### src/rtl/stim_scheduler.sv
// Frame scheduler for a four-channel biphasic pulse generator: holds per-channel
// pulse settings, fires each enabled channel in turn and polices frame period and pulse timeout.
module stim_scheduler #(
  parameter int NCH     = 4,
  parameter int TIMEOUT = 1200,
  parameter int TO_W    = 11
) (
  input  logic       clk,
  input  logic       reset,
  input  logic       run,
  input  logic [9:0] period,
  input  logic [3:0] gap,
  input  logic       cfg_we,
  input  logic [1:0] cfg_ch,
  input  logic       cfg_en,
  input  logic [8:0] cfg_ktp,
  input  logic [5:0] cfg_sktp,
  input  logic [6:0] cfg_ipd,
  input  logic [8:0] cfg_adp,
  input  logic [5:0] cfg_sadp,
  input  logic       done_f,
  output logic       start_f,
  output logic [8:0] ktp,
  output logic [5:0] sktp,
  output logic [6:0] ipd,
  output logic [8:0] adp,
  output logic [5:0] sadp,
  output logic [3:0] elec_sel,
  output logic       busy,
  output logic       frame_tick,
  output logic       overrun,
  output logic       timeout_err,
  output logic [2:0] state_dbg
);

  typedef enum logic [2:0] {
    S_IDLE, S_FRAME_START, S_SCAN, S_LOAD, S_FIRE, S_WAIT_DONE, S_GAP, S_FRAME_WAIT
  } state_t;

  typedef struct packed {
    logic [8:0] ktp;
    logic [5:0] sktp;
    logic [6:0] ipd;
    logic [8:0] adp;
    logic [5:0] sadp;
  } pulse_t;

  typedef struct packed {
    logic   en;
    pulse_t p;
  } chan_cfg_t;

  state_t            state_q, state_d;
  chan_cfg_t         shadow_q [NCH];
  chan_cfg_t         shadow_d [NCH];
  chan_cfg_t         active_q [NCH];
  chan_cfg_t         active_d [NCH];
  pulse_t            pulse_q, pulse_d;
  logic [3:0]        sel_q, sel_d;
  logic [1:0]        ch_q, ch_d;
  logic [9:0]        frame_cnt_q, frame_cnt_d;
  logic [TO_W-1:0]   to_cnt_q, to_cnt_d;
  logic [3:0]        gap_cnt_q, gap_cnt_d;
  logic              overrun_q, overrun_d;
  logic              timeout_q, timeout_d;

  logic last_ch, ch_en, timeout_hit, in_work, frame_end;

  assign last_ch     = (ch_q == 2'(NCH - 1));
  assign ch_en       = active_q[ch_q].en;
  assign timeout_hit = (to_cnt_q == TO_W'(TIMEOUT - 1));
  assign in_work     = state_q inside {S_SCAN, S_LOAD, S_FIRE, S_WAIT_DONE, S_GAP};
  // frame_cnt holds the cycles left in the frame; the frame's last cycle is when it reads 1 or 0.
  assign frame_end   = (frame_cnt_q <= 10'd1);

  // Generator handshake: start_f is a single-cycle strobe issued in FIRE with the
  // parameters and elec_sel already stable; the generator answers with a single-cycle
  // done_f, which is only honoured in WAIT_DONE. Parameters are held until done_f.
  always_ff @(posedge clk or negedge reset) begin
    if (!reset) begin
      state_q <= S_IDLE;
    end else begin
      state_q <= state_d;
    end
  end

  always_comb begin
    state_d = state_q;
    case (state_q)
      S_IDLE:        if (run && !timeout_q) state_d = S_FRAME_START;
      S_FRAME_START: state_d = S_SCAN;
      S_SCAN: begin
        if (!run)         state_d = S_IDLE;
        else if (ch_en)   state_d = S_LOAD;
        else if (last_ch) state_d = S_FRAME_WAIT;
      end
      S_LOAD:        state_d = S_FIRE;
      S_FIRE:        state_d = S_WAIT_DONE;
      S_WAIT_DONE: begin
        if (done_f)           state_d = S_GAP;
        else if (timeout_hit) state_d = S_IDLE;
      end
      S_GAP: begin
        if (gap_cnt_q == 4'd0) begin
          if (!run)         state_d = S_IDLE;
          else if (last_ch) state_d = S_FRAME_WAIT;
          else              state_d = S_SCAN;
        end
      end
      S_FRAME_WAIT: begin
        if (!run)           state_d = S_IDLE;
        else if (frame_end) state_d = S_FRAME_START;
      end
      default:       state_d = S_IDLE;
    endcase
  end

  always_comb begin
    start_f    = (state_q == S_FIRE);
    frame_tick = (state_q == S_FRAME_START);
    busy       = (state_q != S_IDLE);
    state_dbg  = state_q;
  end

  always_comb begin
    shadow_d    = shadow_q;
    active_d    = active_q;
    pulse_d     = pulse_q;
    sel_d       = sel_q;
    ch_d        = ch_q;
    frame_cnt_d = frame_cnt_q;
    to_cnt_d    = to_cnt_q;
    gap_cnt_d   = gap_cnt_q;
    overrun_d   = overrun_q;
    timeout_d   = timeout_q;

    if (cfg_we) begin
      shadow_d[cfg_ch] = '{en: cfg_en,
                           p: '{ktp: cfg_ktp, sktp: cfg_sktp, ipd: cfg_ipd,
                                adp: cfg_adp, sadp: cfg_sadp}};
    end

    if (state_q != S_IDLE && frame_cnt_q != 10'd0) frame_cnt_d = frame_cnt_q - 10'd1;
    if (in_work && frame_cnt_q == 10'd0) overrun_d = 1'b1;

    case (state_q)
      S_IDLE: begin
        if (!run) begin
          overrun_d = 1'b0;
          timeout_d = 1'b0;
        end
      end
      S_FRAME_START: begin
        active_d    = shadow_q;
        frame_cnt_d = (period == 10'd0) ? 10'd0 : period - 10'd1;
        ch_d        = 2'd0;
      end
      S_SCAN: if (run && !ch_en && !last_ch) ch_d = ch_q + 2'd1;
      S_LOAD: begin
        pulse_d = active_q[ch_q].p;
        sel_d   = 4'b0001 << ch_q;
      end
      S_FIRE: to_cnt_d = '0;
      S_WAIT_DONE: begin
        to_cnt_d = to_cnt_q + TO_W'(1);
        if (done_f) begin
          sel_d     = 4'b0000;
          gap_cnt_d = gap;
        end else if (timeout_hit) begin
          timeout_d = 1'b1;
          pulse_d   = '0;
          sel_d     = 4'b0000;
        end
      end
      S_GAP: begin
        if (gap_cnt_q != 4'd0)         gap_cnt_d = gap_cnt_q - 4'd1;
        else if (run && !last_ch)      ch_d      = ch_q + 2'd1;
      end
      default: ;
    endcase
  end

  always_ff @(posedge clk or negedge reset) begin
    if (!reset) begin
      shadow_q    <= '{default: '0};
      active_q    <= '{default: '0};
      pulse_q     <= '0;
      sel_q       <= '0;
      ch_q        <= '0;
      frame_cnt_q <= '0;
      to_cnt_q    <= '0;
      gap_cnt_q   <= '0;
      overrun_q   <= 1'b0;
      timeout_q   <= 1'b0;
    end else begin
      shadow_q    <= shadow_d;
      active_q    <= active_d;
      pulse_q     <= pulse_d;
      sel_q       <= sel_d;
      ch_q        <= ch_d;
      frame_cnt_q <= frame_cnt_d;
      to_cnt_q    <= to_cnt_d;
      gap_cnt_q   <= gap_cnt_d;
      overrun_q   <= overrun_d;
      timeout_q   <= timeout_d;
    end
  end

  assign ktp         = pulse_q.ktp;
  assign sktp        = pulse_q.sktp;
  assign ipd         = pulse_q.ipd;
  assign adp         = pulse_q.adp;
  assign sadp        = pulse_q.sadp;
  assign elec_sel    = sel_q;
  assign overrun     = overrun_q;
  assign timeout_err = timeout_q;

endmodule
### config.mk
export PLATFORM = sky130hd
export DESIGN_NAME = stim_scheduler
export DESIGN_NICKNAME = d
export VERILOG_FILES = /design/src/rtl/stim_scheduler.sv
export SDC_FILE = /design/constraint.sdc
export NUM_CORES = 1
export LEC_CHECK = 0
export CORE_AREA = 5 5 176 178
export CTS_CLUSTER_DIAMETER = 120
export DETAILED_ROUTE_END_ITERATION = 8
export DIE_AREA = 0 0 181 183
export HOLD_SLACK_MARGIN = 0.1
export PLACE_DENSITY = 0.85
export SLEW_MARGIN = 5
export SYNTH_ARGS = -nofsm -noshare
export SYNTH_HDL_FRONTEND = slang
export SYNTH_SLANG_ARGS = --single-unit
### constraint.sdc
create_clock -name clk -period 2.7 [get_ports clk]
set_input_delay 0.405 -clock clk [delete_from_list [all_inputs] [get_ports clk]]
set_output_delay 0.405 -clock clk [all_outputs]
set_load 0.01 [all_outputs]
Word level (Yosys, flattened, before mapping)
Index checks and enable logic that the tools add are counted.

Flip-flop bits (word level): 377. Input port bits: 59.

$add $sub $neg: 5. Order comparisons: 4. Equality and inequality tests: 22. Shift-type cells: 1. Muxes and demuxes: 42. Bitwise gates (word level): 2. Reductions and logical operators: 30.

Operators by type and width (count): $bwmux 152 (1); $mux 38 (3); $bmux 38 s2 (1); $demux 38 s2 (1); $mux 37 (2); $pmux 37 s2 (1); $mux 3 (11); $mux 10 (3); $pmux 3 s8 (1); $pmux 11 s2 (1); $logic_not 10->1 (2); $sub 10x1->10 const B (2); $mux 4 (4); $pmux 4 s2 (2); $eq 3x3->1 const B (4); $ne 2x2->1 const B (6); $add 11x1->11 const B (1); $eq 11x11->1 const B (1); $le 10x1->1 const B (1); $reduce_bool 10->1 (1); $reduce_bool 2->1 (5); $ne 2x1->1 const B (4); $reduce_and 4->1 (2); $logic_and 1x1->1 (7); other kinds (24) (39).

Logic depth before layout (Yosys ltp)
Depth in word-level cells: 9. Mapped depth: 9.

Worst setup path after synthesis
OpenSTA, ideal clock, no wires.

Kind: input -> register. Start point: input period[0]. End point: register frame_cnt_q[8]. Arrival: 1862 ps. Data required time: 2563 ps. Path slack: 701 ps. Stages on the path: 8. Buffers on the path: 1. Path through: inv_1 ha_1 or3b_1 or3_1 clkbuf_1 o31a_1 nor3_1 a21oi_1.

Cells in the longest elaborated chain, start to end: 3.

Ends and longest elaborated chain: start, declared (RTL line 11) `input logic [9:0] period,`; $sub 10x1->10 or $logic_not 10->1 (tied branches) (RTL line 155) `frame_cnt_d = (period == 10'd0) ? 10'd0 : period - 10'd1;`; $mux 10 (*) (RTL line 155); $mux 10 (*) (RTL line 146) `case (state_q)`; end signal, assigned (RTL line 201) `frame_cnt_q <= frame_cnt_d;`; end, declared (RTL line 61) `logic [9:0] frame_cnt_q, frame_cnt_d;`.

Every way passes the cells marked *; elsewhere a longest branch is shown, timed or not. A chain may end at the register's enable or synchronous reset.

Worst setup path after layout
Start point: register state_q[2], in the netlist state_dbg[2]. End point: output start_f.

Cells in the longest elaborated chain, start to end: 1.

Ends and longest elaborated chain: start, declared (RTL line 53) `state_t state_q, state_d;`; start signal, assigned (RTL line 83) `state_q <= state_d;`; $eq 3x3->1 (RTL line 119) `start_f = (state_q == S_FIRE);`; end, declared (RTL line 22) `output logic start_f,`.

Every way passes these cells.

==> results.toml <==
[critical_path]
cp.required_ns = 2.30
crit_path_end_kind = "output port"
critPathLaunchType = "flop"
crit_path_max_fanout = 8
worstSetupPathType = "flop to output port"
crit_arrival_ns = 2.19

[placement]
portBuffers = 107
routabilityCongestion = 0.873
hpwl_um = 20500
place_area_mm2 = 0.0174

[final_layout]
nets = 1529
fin_util = 0.641
drive_gt1_frac = 0.203
fillers = 2079
syn_to_final_growth_pct = 18.7
finalInstanceArea_mm2 = 0.0187

[synth]
synth-seq-cells = 377
synth-simple-area-share = 0.151
yosysWarnings = 0
synth-edff-count = 0
synth_top_cell_by_area = "dfrtp_1"
synth_cell_types = 56
synth_fp_nets = 1427
synth_compound_area_frac = 0.0444
syn_inst = 1356
ys.flop_type = "dfrtp_1"
synth.top_cell.area_share = 0.597
muxShareOfSynthArea = 0.167
ys_seq_area_frac = 0.597
avgSynthCellArea_um2 = 11.6
synth-adder-area-share = 0.00951
yosys.area_share.xor_xnor = 0.00832
synth_area_mm2 = 0.0158
synth_top_family_by_area = "multiplexers"
synth_area_leaders = "dfrtp_1 60%, nand2_1 11%, mux2_2 11%, mux4_2 5.4%, a22o_1 2.3%"
async_flop_share = 1.00

[global_routing]
grtUsageTotal = 0.211
use_met3 = 0.0373
met1_usage = 0.279
grt_remaining_overflow = 0
use_met2 = 0.364
busiest_layer = "met2"
antenna_found_initial = 3
grt_first_pass_wirelength_um = 57500
grt_pass1_vias = 11100
grt_max_degree = 159

[drt]
via_per_inst = 5.60
drt_iter0_markers = 798
ant_nets = 0
drtPass1Iterations = 5
routed-via-count = 10500
routed_wl_um = 34400
post-route-drc-count = 0
wl_per_cell_um = 18.3

[clock_network]
clkTransAtPathRegs_ns = 0.06
clock_latency_ns = 0.53
numClockSinks = 377
cts_max_level = 2
cts_root_buf = "clkbuf_16"
cts-buffers-inserted = 39
clockBufferDepth = 3
post_cts_buffers = 0
cts_tree = "built"

[floorplanning]
initial_core_util = 0.540
core.rowCount = 63
core-area_mm2 = 0.0292
design.die.area_mm2 = 0.0331
ios = 108
dieWidth_um = 181
die_y_um = 183

[timing]
fin_crit_sh = 0.960
finalClockSkew_ns = 0.0211
setup_violations = 0
relSlewSlack = 0.524
finalMaxSlewViolations = 0
rsz0062_at_grt = "false"
hold_viol_final = 0
max_freq_ghz = 0.386
tightestPinTransition_ns = 0.714
final.setup.tns_ns = 0
period_minus_slack_ns = 2.59

[run_status]
status = "complete, no violations"

[pwr]
powerDensity_mw_per_mm2 = 1100
p_sw_frac = 0.331
p_switching_mw = 6.82
power_leakage_nw = 8.71
irDropWorstVdd_mv = 0.715
p_seq_frac = 0.423
clockPowerShare = 0.260
internal_power_mw = 13.7
p_comb_frac = 0.317

[flow_run]
cap_violations = 0

[min_path]
min_path_type = "input pin to asynchronous set/reset pin"
-- sequential cells by signal (all words and copies together), names as in the netlist, 6 cells and up --
signal       count
shadow_q       152
sktp             6
to_cnt_q        11
active_q       152
frame_cnt_q     10
adp              9
sadp             6
ipd              7
ktp              9
-- cells in the final DEF (no fill, tap or decap), types with 11 or more instances in the layout --
cell             instances
nand2_1                474
clkbuf_16               39
buf_12                  11
mux4_2                  38
clkdlybuf4s50_1        106
a22o_1                  41
mux2_2                 153
dfrtp_1                375
nor2_1                  30
ha_1                    12
inv_1                   13
a21oi_1                 15
buf_4                   15
-- power by group through the flow --
stage | logic (mW) | clock network [mW] | registers, mW
after floorplan | 4.46 | 0 | 8.53
after global placement | 6.23 | 0 | 8.65
after detailed placement | 6.50 | 0 | 8.76
after CTS | 6.58 | 5.44 | 8.70
after global routing | 7.28 | 5.71 | 8.93
final | 6.51 | 5.35 | 8.70
-- synthesized netlist by cell type (all sizes together), types with 3 or more instances --
cell type	count
dfrtp	377
inv	16
nor4	5
xor2	8
o21ai	15
ha	12
nand3b	5
xnor2	7
a211oi	4
mux4	38
mux2	155
or4	4
a21oi	15
mux2i	4
buf	29
clkbuf	44
or3	3
nor3	10
nor2b	3
nor2	31
a31oi	3
nand2b	5
nand2	475
and3	3
nand4	5
o22ai	3
a22o	41
nand3	10
nor3b	5
-- worst paths after layout --
kind                                 from              to  slack, ns  cells after the start
setup reg to reg           frame_cnt_q[0]  frame_cnt_q[1]       0.53                      6
max in group asynchronous           reset    active_q[26]       1.41                      3
hold reg to reg              shadow_q[65]    active_q[65]       0.46                      2
hold / removal                      reset  frame_cnt_q[8]       0.46                      2
min in group clk             shadow_q[65]    active_q[65]       0.46                      2
setup / recovery             state_dbg[2]         start_f       0.11                      3
-- worst max-delay path, stage by stage, from the launching register on --
cell and delay (ns):
dfrtp_1 0.50, inv_2 0.12, nor3_1 0.42, clkdlybuf4s50_1 0.63
-- final cells by class --
| cell class | instances | area, µm² | area share |
|---|---|---|---|
| flip-flops and latches | 377 | 9440 | 0.504 |
| multi-input cells | 890 | 6040 | 0.322 |
| repair buffers | 134 | 1420 | 0.0757 |
| clock buffers | 55 | 1110 | 0.0590 |
| well taps | 390 | 488 | 0.0260 |
| clock inverters | 17 | 186 | 0.00995 |
| inverters | 16 | 62.6 | 0.00334 |
| diodes | 1 | 2.50 | 0.000134 |
-- metal layers --
layer / share of wire / vias to the layer above / wire (µm)
met5: 0.00061 / - / 21
met4: 0.021 / 4 / 738
met3: 0.050 / 55 / 1710
met2: 0.51 / 257 / 17600
met1: 0.42 / 5420 / 14300
li1: - / 4800 / -
-- through the flow --
step	instances	power (mW)	setup WS [ns]	hold WS, ns
after floorplan	1356	13.0	0.701	0.109
after global placement	1806	14.9	0.148	0.439
after detailed placement	1806	15.3	0.0615	0.443
after CTS	1879	20.7	0.0607	0.455
after global routing	1880	21.9	0.0214	0.463
final	1880	20.6	0.107	0.455
-- logic make-up after synthesis --
| group | after synthesis |
|---|---|
| flip-flops | 377 |
| multiplexers | 197 |
| XOR/XNOR | 15 |
| AO/OA/AOI/OAI | 94 |
| AND/OR/NAND/NOR | 572 |
| buffers and inverters | 89 |
| adder cells (fa/ha/maj) | 12 |
-- what timing repair did --
action / CTS / global route
gates resized for setup: 0 / 1
endpoints found under the setup margin: 0 / 1
hold buffers: 1 / 0
endpoints found under the hold margin: 71 / 0
(Power assumes the default switching activity.)
==> RTL change (config.mk and constraints unchanged) <==
`TO_W`: 11 -> 22.
--- a/src/rtl/stim_scheduler.sv
+++ b/src/rtl/stim_scheduler.sv
@@ -3,7 +3,7 @@
 module stim_scheduler #(
   parameter int NCH     = 4,
   parameter int TIMEOUT = 1200,
-  parameter int TO_W    = 11
+  parameter int TO_W    = 22
 ) (
   input  logic       clk,
   input  logic       reset,
Formal check against the unedited RTL: no difference found for any inputs over 4 cycles, from zero or initial values and one cycle with reset low; that may be too few to reach the edited logic, so the function may still have changed.
==> RTL change against the unedited design <==
Sequential power grew 3.6%. Sequential cell count increased by 11. Clock skew decreased by 0.0039 ns. Critical path depth increased by 1. Wire length up 7.7%. Synthesized cell count grew 12%. Global-route usage is 1.4 points higher. Design area rose by 4.4%. Total power is 4.1% higher. Fmax fell by 1.2%. Worst hold slack got worse by 0.035 ns. Worst setup slack lost 0.031 ns. Synthesized area increased by 5.1%. Register-to-register slack worse by 0.13 ns.
==> RTL change: results (changes against the unedited design) <==
status finished, final reports clean; Routed met3 length 2060 um (+20%); Worst Max-Slew Pin Slew 0.871 ns (+0.157 ns); Unique masters post-synth 64 (+14%); Overall Global Routing Usage 22.6% (+1.4 points); Synth area leaders dfrtp_1 58%, nand2_1 12%, mux2_2 10%; CP required 2.30 ns (about the same); Net Count, Synth 1583 (+11%); RR Endpoint frame_cnt_q[2]; CTS Buf Count 40 (+2.6%); Synth Area in Compound Gates 3.84% (-0.59 points); Mapped Cells 1512 (+12%); met3 GRT Util 3.93% (+0.20 points); multiplexer area fraction after synthesis 15.9% (-0.83 points); layout cells sized above 1 18.1% (-2.2 points); Placed Cells 1954 (+8.2%); VDD IR max 0.717 mV (+0.27%); vias in the first global route 11.9k (+6.4%); Post-Synth XOR/XNOR Area 1.27% (+0.43 points); GPL Wtd Cong 0.904 (+3.5%); final wirelength 37000 um (+7.7%); total combinational power 6.77 mW (+4.0%); Gate power share 31.6% (about the same); initial drt markers 941 (+18%); leakage 9.03 nW (+3.7%); H-tree lvl count 2 (unchanged); post-synthesis sequential area ratio 58.5% (-1.2 points); met1 Use GR 30.8% (+2.9 points); initial antenna violation count 2 (-1); pre-CTS setup slack 0.336 ns (+0.275 ns); worst clock skew 0.0172 ns (-0.00393 ns); fin nets 1678 (+9.7%); P_sw 7.22 mW (+5.8%); top flop regs active_q x152, shadow_q x152, to_cnt_q x22; Hold Path Class in -> async; Post-Route M1 WL 15500 um (+8.0%); largest net degree at the start of global routing 160 (+0.63%); max layer used met4; placed inst area 18200 um^2 (+4.4%); WL/cell 18.2 um (-0.33%); dpl hpwl 21400 um (+4.3%); via/cell ratio 5.71 (+1.9%); Skew-Pair Late Insertion Delay 0.53 ns (about the same); first-pass GRT wire length 61900 um (+7.6%); P_clk 5.63 mW (+5.2%); CP max FO 14 (+6); port bufs 107 (unchanged); routed wl met2 18600 um (+5.8%); Tcrit/Tclk final 97.2% (+1.1 points); Critical Path Sink frame_tick; grt met2 use 37.7% (+1.3 points); r2r setup slk 0.40 ns (-0.13 ns); hold slack 0.420 ns (-0.0349 ns); post-synthesis adder-cell area fraction 0.904% (-0.046 points); synth cell count leaders 526 x nand2_1, 388 x dfrtp_1, 153 x mux2_2
-- RTL change: cell types whose count changed after synthesis, sizes merged, moves of 9 or more --
| cell | unedited run | this run |
|---|---|---|
| o21ai | 15 | 55 |
| nand3 | 10 | 19 |
| inv | 16 | 56 |
| nand2 | 475 | 527 |
| a22o | 41 | 0 |
| dfrtp | 377 | 388 |
-- RTL change: critical path, stage by stage (launching register included) --
cell,delay (ns)
dfrtp_1,0.55
inv_2,0.25
nand3_4,0.12
inv_4,0.20
clkdlybuf4s50_1,0.57
-- RTL change: area by class of cell --
cell class | count | area [um^2]
tap | 390 | 488
clock buffer | 60 | 1200
sequential | 388 | 9710
clock inverter | 14 | 163
inverter | 56 | 213
fill | 2014 | 9670
timing repair buffer | 131 | 1430
multi-input combinational | 990 | 6360
antenna | 2 | 5.00
-- RTL change: what timing repair did --
item,CTS,global route
endpoints found under the hold margin,54,0
hold buffers,1,0
gates resized for setup,0,0
